File: config.mk
export PLATFORM = sky130hd
export DESIGN_NAME = reg_file
export DESIGN_NICKNAME = d
export VERILOG_FILES = /design/src/rtl/reg_file_pkg.sv /design/src/rtl/reg_file.sv
export SDC_FILE = /design/constraint.sdc
export NUM_CORES = 1
export LEC_CHECK = 0
export ABC_AREA = 0
export CAP_MARGIN = 20
export CORE_MARGIN = 5
export CORE_UTILIZATION = 40
export DETAILED_ROUTE_END_ITERATION = 12
export HOLD_SLACK_MARGIN = 0.03
export PLACE_DENSITY = 0.71
export SYNTH_ARGS = -nofsm -noshare
export SYNTH_HDL_FRONTEND = slang
export SYNTH_SLANG_ARGS = --single-unit
export TNS_END_PERCENT = 1
File: constraint.sdc
create_clock -name clk -period 1.75 [get_ports clk]
set_input_delay 0.35 -clock clk [delete_from_list [all_inputs] [get_ports clk]]
set_output_delay 0.35 -clock clk [all_outputs]
set_load 0.02 [all_outputs]
File: src/rtl/reg_file_pkg.sv
// Shared geometry defaults for the scratch register file, so neighbouring
// datapath blocks can size their address/data buses to match.
package reg_file_pkg;

   localparam int RF_DATA_WIDTH = 8;
   localparam int RF_ADDR_WIDTH = 2;

endpackage : reg_file_pkg

File: src/rtl/reg_file.sv
// Scratch/operand register file: one synchronous write port and one
// combinational read port. Rising-edge write; synchronous active-low clear.
module reg_file
   import reg_file_pkg::*;
#(
   parameter int DATA_WIDTH = RF_DATA_WIDTH,
   parameter int ADDR_WIDTH = RF_ADDR_WIDTH
) (
   input  logic                  clk,
   input  logic                  rst_n,
   input  logic                  wr_en,
   input  logic [ADDR_WIDTH-1:0] w_addr,
   input  logic [DATA_WIDTH-1:0] w_data,
   input  logic [ADDR_WIDTH-1:0] r_addr,
   output logic [DATA_WIDTH-1:0] r_data
);

   localparam int DEPTH = 2 ** ADDR_WIDTH;

   logic [DATA_WIDTH-1:0] entry_r [DEPTH];

   // Storage update: reset clears every entry and overrides any write.
   always_ff @(posedge clk) begin
      if (!rst_n) begin
         for (int i = 0; i < DEPTH; i++) begin
            entry_r[i] <= '0;
         end
      end else if (wr_en) begin
         entry_r[w_addr] <= w_data;
      end
   end

   // No write-to-read bypass: a same-address write shows up after the edge.
   assign r_data = entry_r[r_addr];

endmodule : reg_file

# Word-level counts from Yosys, hierarchy flattened
# Memory sizes are Yosys's and may differ from the RTL's.
# Index checks and enable logic that the tools add are counted.
# op_classes
n_mux,7
reduce_logical,1
# ops
op,count
two-way mux 8 bit,1
OR reduction 8 bit,1
two-way mux 1 bit,5
two-way mux 2 bit,1
# word_totals
out_inout_bits,8
mem_count,1
ff_bits,0
inputBits,15
elab_cells,9
mem_bits_rw,32
# memory_table
memory,words,width,rd,rd_clocked_by_memory_dff,wr,line,text
entry_r,4,8,1,0,4,reg_file.sv:20,logic [DATA_WIDTH-1:0] entry_r [DEPTH];

# Depth between registers and ports, before layout
# logic_depth
depth_word,5
ltp_mapped,3
depth_no_buf,2

# Worst setup path after synthesis
# Ideal clock, no wire load.
# synth_timing
path_type,input port to flip-flop
start,input port w_addr[0]
end,memory entry_r[0][0] (netlist name) (enable)
t_required_ns,1.366
path_slack_ns,0.256
stages,2
arrival_ns,1.110
setup_ns,0.384
cell_sequence,nand2b_1 o21ai_0
# synth_rtl
element,line,text
start: declaration,reg_file.sv:12,"input logic [ADDR_WIDTH-1:0] w_addr,"
end: declaration,reg_file.sv:20,

# Final worst setup path
# layout_timing
start,memory entry_r[3][2] (netlist name)
end,output port r_data[2]
# layout_between
elab_chain_cells,1
# layout_rtl
element,line,text
memory (4 x 8 bit),n/a,
end: declaration,reg_file.sv:15,output logic [DATA_WIDTH-1:0] r_data
# Every way passes these cells.

==> impl_metrics.py <==
metrics = {
    "run_status": {
        "outcome": "finished, final reports clean",
    },
    "yosys": {
        "yosysWarnings": 0,
        "synth_cell_type_count": 15,
        "ys_seq_elements": 32,
        "syn_nets": 102,
        "yosysMostFrequentCell": "edfxtp_1",
        "synth_top_cell_by_area": "edfxtp_1",
        "netlist_area_mm2": 0.001438,
        "postSynth.asyncResetShare_pct": 0,
        "yosys.area.top_type_share_pct": 66.84,
        "syn_area_per_cell_um2": 16.52,
        "synthTopCellsByCount": "edfxtp_1, and2_1, and3_1, mux4_2",
        "netlist_instances": 87,
        "ys_top_cells_by_area": "edfxtp_1, mux4_2, and2_1",
        "synth_seq_area_share_pct": 66.84,
        "ys.flop_type": "edfxtp_1",
        "synth_edf_count": 32,
    },
    "clocking": {
        "post-cts-setup-buffers": 0,
        "clk_pin_slew_worst_paths_ns": 0.10,
        "cts_buffers": 5,
        "cts_tree": "built",
        "cts_max_level": 2,
        "cts_num_sinks": 32,
        "cts.path.max_buffers": 2,
        "cts-root-buf": "clkbuf_4",
    },
    "floorplan": {
        "die_area_mm2": 0.004893,
        "coreArea_mm2": 0.003416,
        "die_y_um": 69.95,
        "start_util_pct": 42.09,
        "die_x_um": 69.95,
        "std_cell_rows": 21,
        "ioPinCount": 23,
    },
    "timing": {
        "rsz0062_at_grt": "true",
        "final.setup.tns_ns": 0,
        "finalCritPeriodShare_pct": 97.26,
        "finalCriticalPeriod_ns": 1.702,
        "setup_viol": 0,
        "report.final.slew_viol_count": 0,
        "relSlewSlack_pct": 80.20,
        "worst_pin_slew_ns": 0.2967,
        "hold_viol_final": 0,
        "whs_ns": 0.7551,
        "fmax_mhz": 587.5,
    },
    "pwr": {
        "p_leak_nw": 0.7203,
        "total_power_mw": 1.688,
        "power.density_mw_per_mm2": 904.0,
        "pwr-share-clk_pct": 31.5,
        "intPower_mw": 1.331,
        "power_switching_mw": 0.3565,
        "p_sw_share_pct": 21.12,
        "ir_drop_v": 0.0004601,
        "p_seq_share_pct": 54.4,
        "combPwrFrac_pct": 14.1,
    },
    "global_routing": {
        "grt_pass1_vias": 898,
        "grt_pass1_wl_mm": 4.305,
        "grt_max_degree": 13,
        "track_usage_pct": 12.00,
        "grt_remaining_overflow": 0,
        "antenna_found_initial": 0,
    },
    "layout": {
        "regMostFlops": "entry_r",
        "nets": 137,
        "finish.utilization_pct": 54.65,
        "syn_to_final_growth_pct": 29.85,
        "top_regs": "entry_r (32)",
        "drive_gt1_share_pct": 28.46,
        "largest_reg_flops": 32,
        "num_antenna_cells": 0,
    },
    "route": {
        "vias_per_cell": 4.988,
        "ant_nets": 0,
        "via_count": 843,
        "drt_first_pass_iters": 4,
        "wire_per_inst_um": 15.72,
        "drt-total-wl_mm": 2.657,
        "drc": 0,
        "drtIter0Drc": 51,
    },
    "critical_path": {
        "critPathSlowestCell": "mux4_2",
        "slowest_delay_ns": 0.47,
        "path_buf_inv": 1,
        "crit_type": "reg2out",
        "critPathTopFamily": "multiplexers",
        "critPathRequiredTime_ns": 1.40,
        "cp.arrival_ns": 1.35,
        "cp_max_fo": 1,
        "start_kind": "flop",
        "cp-end-kind": "output port",
        "cp_cell_sequence": "mux4_2 -> buf_2",
    },
    "placement": {
        "place.gp.congestion": 0.6953,
        "port_buffers": 22,
    },
    "hold_path": {
        "hp-class": "in2reg",
    },
    "job": {
        "cap_violations": 0,
    },
}
[area by class of cell]
type	instances	area, um2
repair buffers	32	319.1
multi-input cells	50	449.2
well taps	46	57.56
inverters	1	3.754
clock buffers	6	41.29
fillers	286	1549
clock inverters	2	35.03
flip-flops and latches	32	960.9
[layout by cell type, fill, tap and decap left out]
master and instances:
clkinv_2 1, clkdlybuf4s15_2 1, nand2b_1 1, dlygate4sd2_1 1, buf_2 5, and4b_1 2
and2_1 24, and3_1 8, mux4_2 8, clkdlybuf4s50_1 12, buf_4 5, clkbuf_4 5
o21ai_0 2, nand2_1 2, bufinv_16 1, buf_12 3, nand3b_1 1, buf_6 5
clkbuf_1 1, edfxtp_1 32, and4bb_2 1, inv_1 1, nand3_1 1
[metal layers]
layer	global-route usage (%)	vias up	routed length (um)
met1	13.23	405	1106
met5	0	-	0
met2	20.57	29	1355
met3	3.300	6	125
met4	7.021	0	69
li1	-	403	-
[through the flow]
stage,cell area [um2],std cells,setup WS (ns)
3_3_place_gp,1804,161,-0.6619
2_1_floorplan,1438,87,0.2557
5_1_grt,1867,169,-0.0004539
6_report,1867,169,0.04792
3_5_place_dp,1804,161,-0.6659
4_1_cts,1853,169,0.02770
[repair_timing]
| action | CTS | global route |
|---|---|---|
| hold endpoints to repair | 0 | 0 |
| hold buffers | 0 | 0 |
| endpoints found under the setup margin | 8 | 3 |
| resized for setup | 40 | 4 |
[worst paths after layout]
kind / from / to / slack (ns) / depth (start not counted)
setup / recovery: entry_r[3][2] / r_data[2] / 0.05 / 2
hold / removal: w_data[0] / entry_r[2][0] / 0.76 / 2
[logic make-up after synthesis]
| group | synth area share (%) |
|---|---|
| buf+inv | 1.914 |
| flops | 66.84 |
| simple gates | 18.02 |
| mux | 12.53 |
| compound gates | 0.6963 |
[power by group through the flow]
stage,Sequential [mW],Clock [mW],Combinational [mW]
floorplan,0.929,0,0.118
global placement,0.931,0,0.247
detailed placement,0.937,0,0.251
CTS,0.919,0.537,0.233
global route,0.923,0.577,0.253
finish,0.918,0.532,0.238
Power figures use the tool's default switching activity.
==> variant: new RTL, same settings <==
Register the output `r_data`; this adds one clock of latency there.
--- a/src/rtl/reg_file.sv
+++ b/src/rtl/reg_file.sv
@@ -32,5 +32,7 @@
 
    // No write-to-read bypass: a same-address write shows up after the edge.
-   assign r_data = entry_r[r_addr];
+   always_ff @(posedge clk) begin
+      r_data <= entry_r[r_addr];
+   end
 
 endmodule : reg_file
Formal check against the unedited RTL: not equivalent (Yosys sat finds a counterexample within 4 cycles, from zero or initial values).
==> variant against the original RTL <==
Sequential cell count up 8. Sequential power up 23%. First-iteration DRC count up 16%. Total power up 15%. Setup slack better by 160 ps. Core utilization down 3.5 points. Hold slack worse by 200 ps. Final area up 8.0%. Routed wire length up 9.8%. Area after synthesis up 11%. Final cell count up 6.5%. Largest cell class unchanged. Largest power group unchanged.
==> variant: results (changes against the original RTL) <==
synthesis:
  synth_ff_type: "edfxtp_1"  # unchanged
  syn_inst: 95  # was 87
  synth_cell_types: 16  # was 15
  yosysSeqAreaShare: 0.702  # was 0.668
  synth_nets: 110  # was 102
  synth_edf_count: 32  # unchanged
  synthTopCellsByCount: "edfxtp_1, and2_1, and3_1, dfxtp_1, mux4_2"  # was edfxtp_1, and2_1, and3_1, mux4_2
  synth_area_leaders: "edfxtp_1, mux4_2, dfxtp_1"  # was edfxtp_1, mux4_2, and2_1
  synth-async-reset-ratio: 0  # unchanged
critical_path:
  crit_path_start: "r_data[0]"  # was entry_r[3][2]
  crit_end: "r_data[0]"  # was r_data[2]
  cp_slowest_stage_delay_ps: 600  # was 470 ps
  crit_fanout: 1  # unchanged
  crit-reg2reg-launch: "entry_r[3][1]"
  crit_required_ps: 1400  # about the same
  r2r_setup_slack_ps: 780
  rr_worst_depth: 1
  crit_slowest_cell: "clkdlybuf4s50_1"  # was mux4_2
  critical-path-top-delay-family: "buffers and inverters"  # was multiplexers
  r2r-end: "r_data[1]"
routing:
  dr.pass1.iters: 4  # unchanged
  finalWirelength_um: 2920  # was 2660 µm
  vias_per_cell: 5.02  # was 4.99
  drt_iter0_drc: 59  # was 51
clock_network:
  cts.htree.levels: 2  # unchanged
  cts_resized: 0  # was 40
  cts_made_buffers: 5  # unchanged
  path_clk_slew_ps: 70  # was 100 ps
  post_cts_buffers: 0  # unchanged
  root_buffer: "clkbuf_8"  # was clkbuf_4
  clk_path_buf_depth: 2  # unchanged
grt:
  grt_max_degree: 12  # was 13
  grt_pass1_wl_um: 4890  # was 4310 µm
  grt.total_usage: 0.128  # was 0.120
  grt_pass1_vias: 983  # was 898
  antenna_found_initial: 0  # unchanged
timing:
  layout_worst_path_cycle_share: 0.881  # was 0.973
  skew_ps: 1.74
  tightest_slew_ps: 411  # was 297 ps
final_layout:
  diodes: 0  # unchanged
  nFillCells: 325  # was 286
  layout.cells.non_filler: 180  # was 169
  largestRegisters: "entry_r x32, r_data x8"  # was entry_r x32
  nets: 144  # was 137
  final_layout_size_suffix_gt1_frac: 0.177  # was 0.285
placed_design:
  dp_cells: 172  # was 161
  dp_hpwl_um: 2120
  io_buffers: 22  # unchanged
  pre_cts_slack_ps: -62.3  # was -666 ps
  gp_congestion: 0.751  # was 0.695
status:
  status: "finished clean"  # unchanged
power_and_ir_drop:
  leakagePower_nw: 0.758  # was 0.720 nW
  ir_drop_mv: 0.351  # was 0.460 mV
min_path:
  hold_class: "reg2reg"  # was in2reg
variant: cell count changes after synthesis, sizes merged:
cell   delta
dfxtp     +8
variant: how the worst min path moves through the flow:
stage	depth (start not counted)	from	end	slack (ps)
2_1_floorplan	1	entry_r[2][0]	r_data[0]	530
3_3_place_gp	1	entry_r[3][4]	r_data[4]	540
3_5_place_dp	1	entry_r[2][3]	r_data[3]	540
4_1_cts	1	entry_r[2][3]	r_data[3]	560
5_1_grt	1	entry_r[3][3]	r_data[3]	580
6_report	1	entry_r[2][3]	r_data[3]	560
variant: cells by family after synthesis:
family	count (synthesis)	synth area share
and+or+nand+nor	40	0.162
DFF	40	0.702
AOI/OAI and AO/OA	2	0.00626
muxes	8	0.113
buffers and inverters	5	0.0172
variant: report_power, final:
group	internal [W]	switching (W)	leakage, nW	total (W)
clock network	0.000277	0.000287	0.0399	0.000564
logic	0.000133	0.000107	0.336	0.000240
registers	0.00111	0.0000199	0.382	0.00113
total	0.00152	0.000414	0.758	0.00193
variant: area by class of cell:
class,instances,area (µm²),share of cell area
Clock buffer,7,76.3,0.0378
Tap cell,50,62.6,0.0310
Clock inverter,1,3.75,0.00186
Inverter,1,3.75,0.00186
Sequential cell,40,1120,0.556
Timing Repair Buffer,31,300,0.149
Multi-Input combinational cell,50,449,0.223
variant: metrics by stage:
stage	cell area (µm²)	utilization	total power [W]
after global placement	1940	0.491	0.00139
after floorplan	1600	-	0.00126
after CTS	2020	0.512	0.00195
after detailed placement	1940	0.491	0.00140
after global routing	2020	0.512	0.00202
final	2020	0.512	0.00193
variant: metal layers:
metal  global-route usage  share of wire  up-vias
li1                     -              -      426
met1                0.154           0.40      442
met2                0.208           0.50       30
met3               0.0468          0.082        5
met4               0.0492          0.018        0
met5                    0              0        -
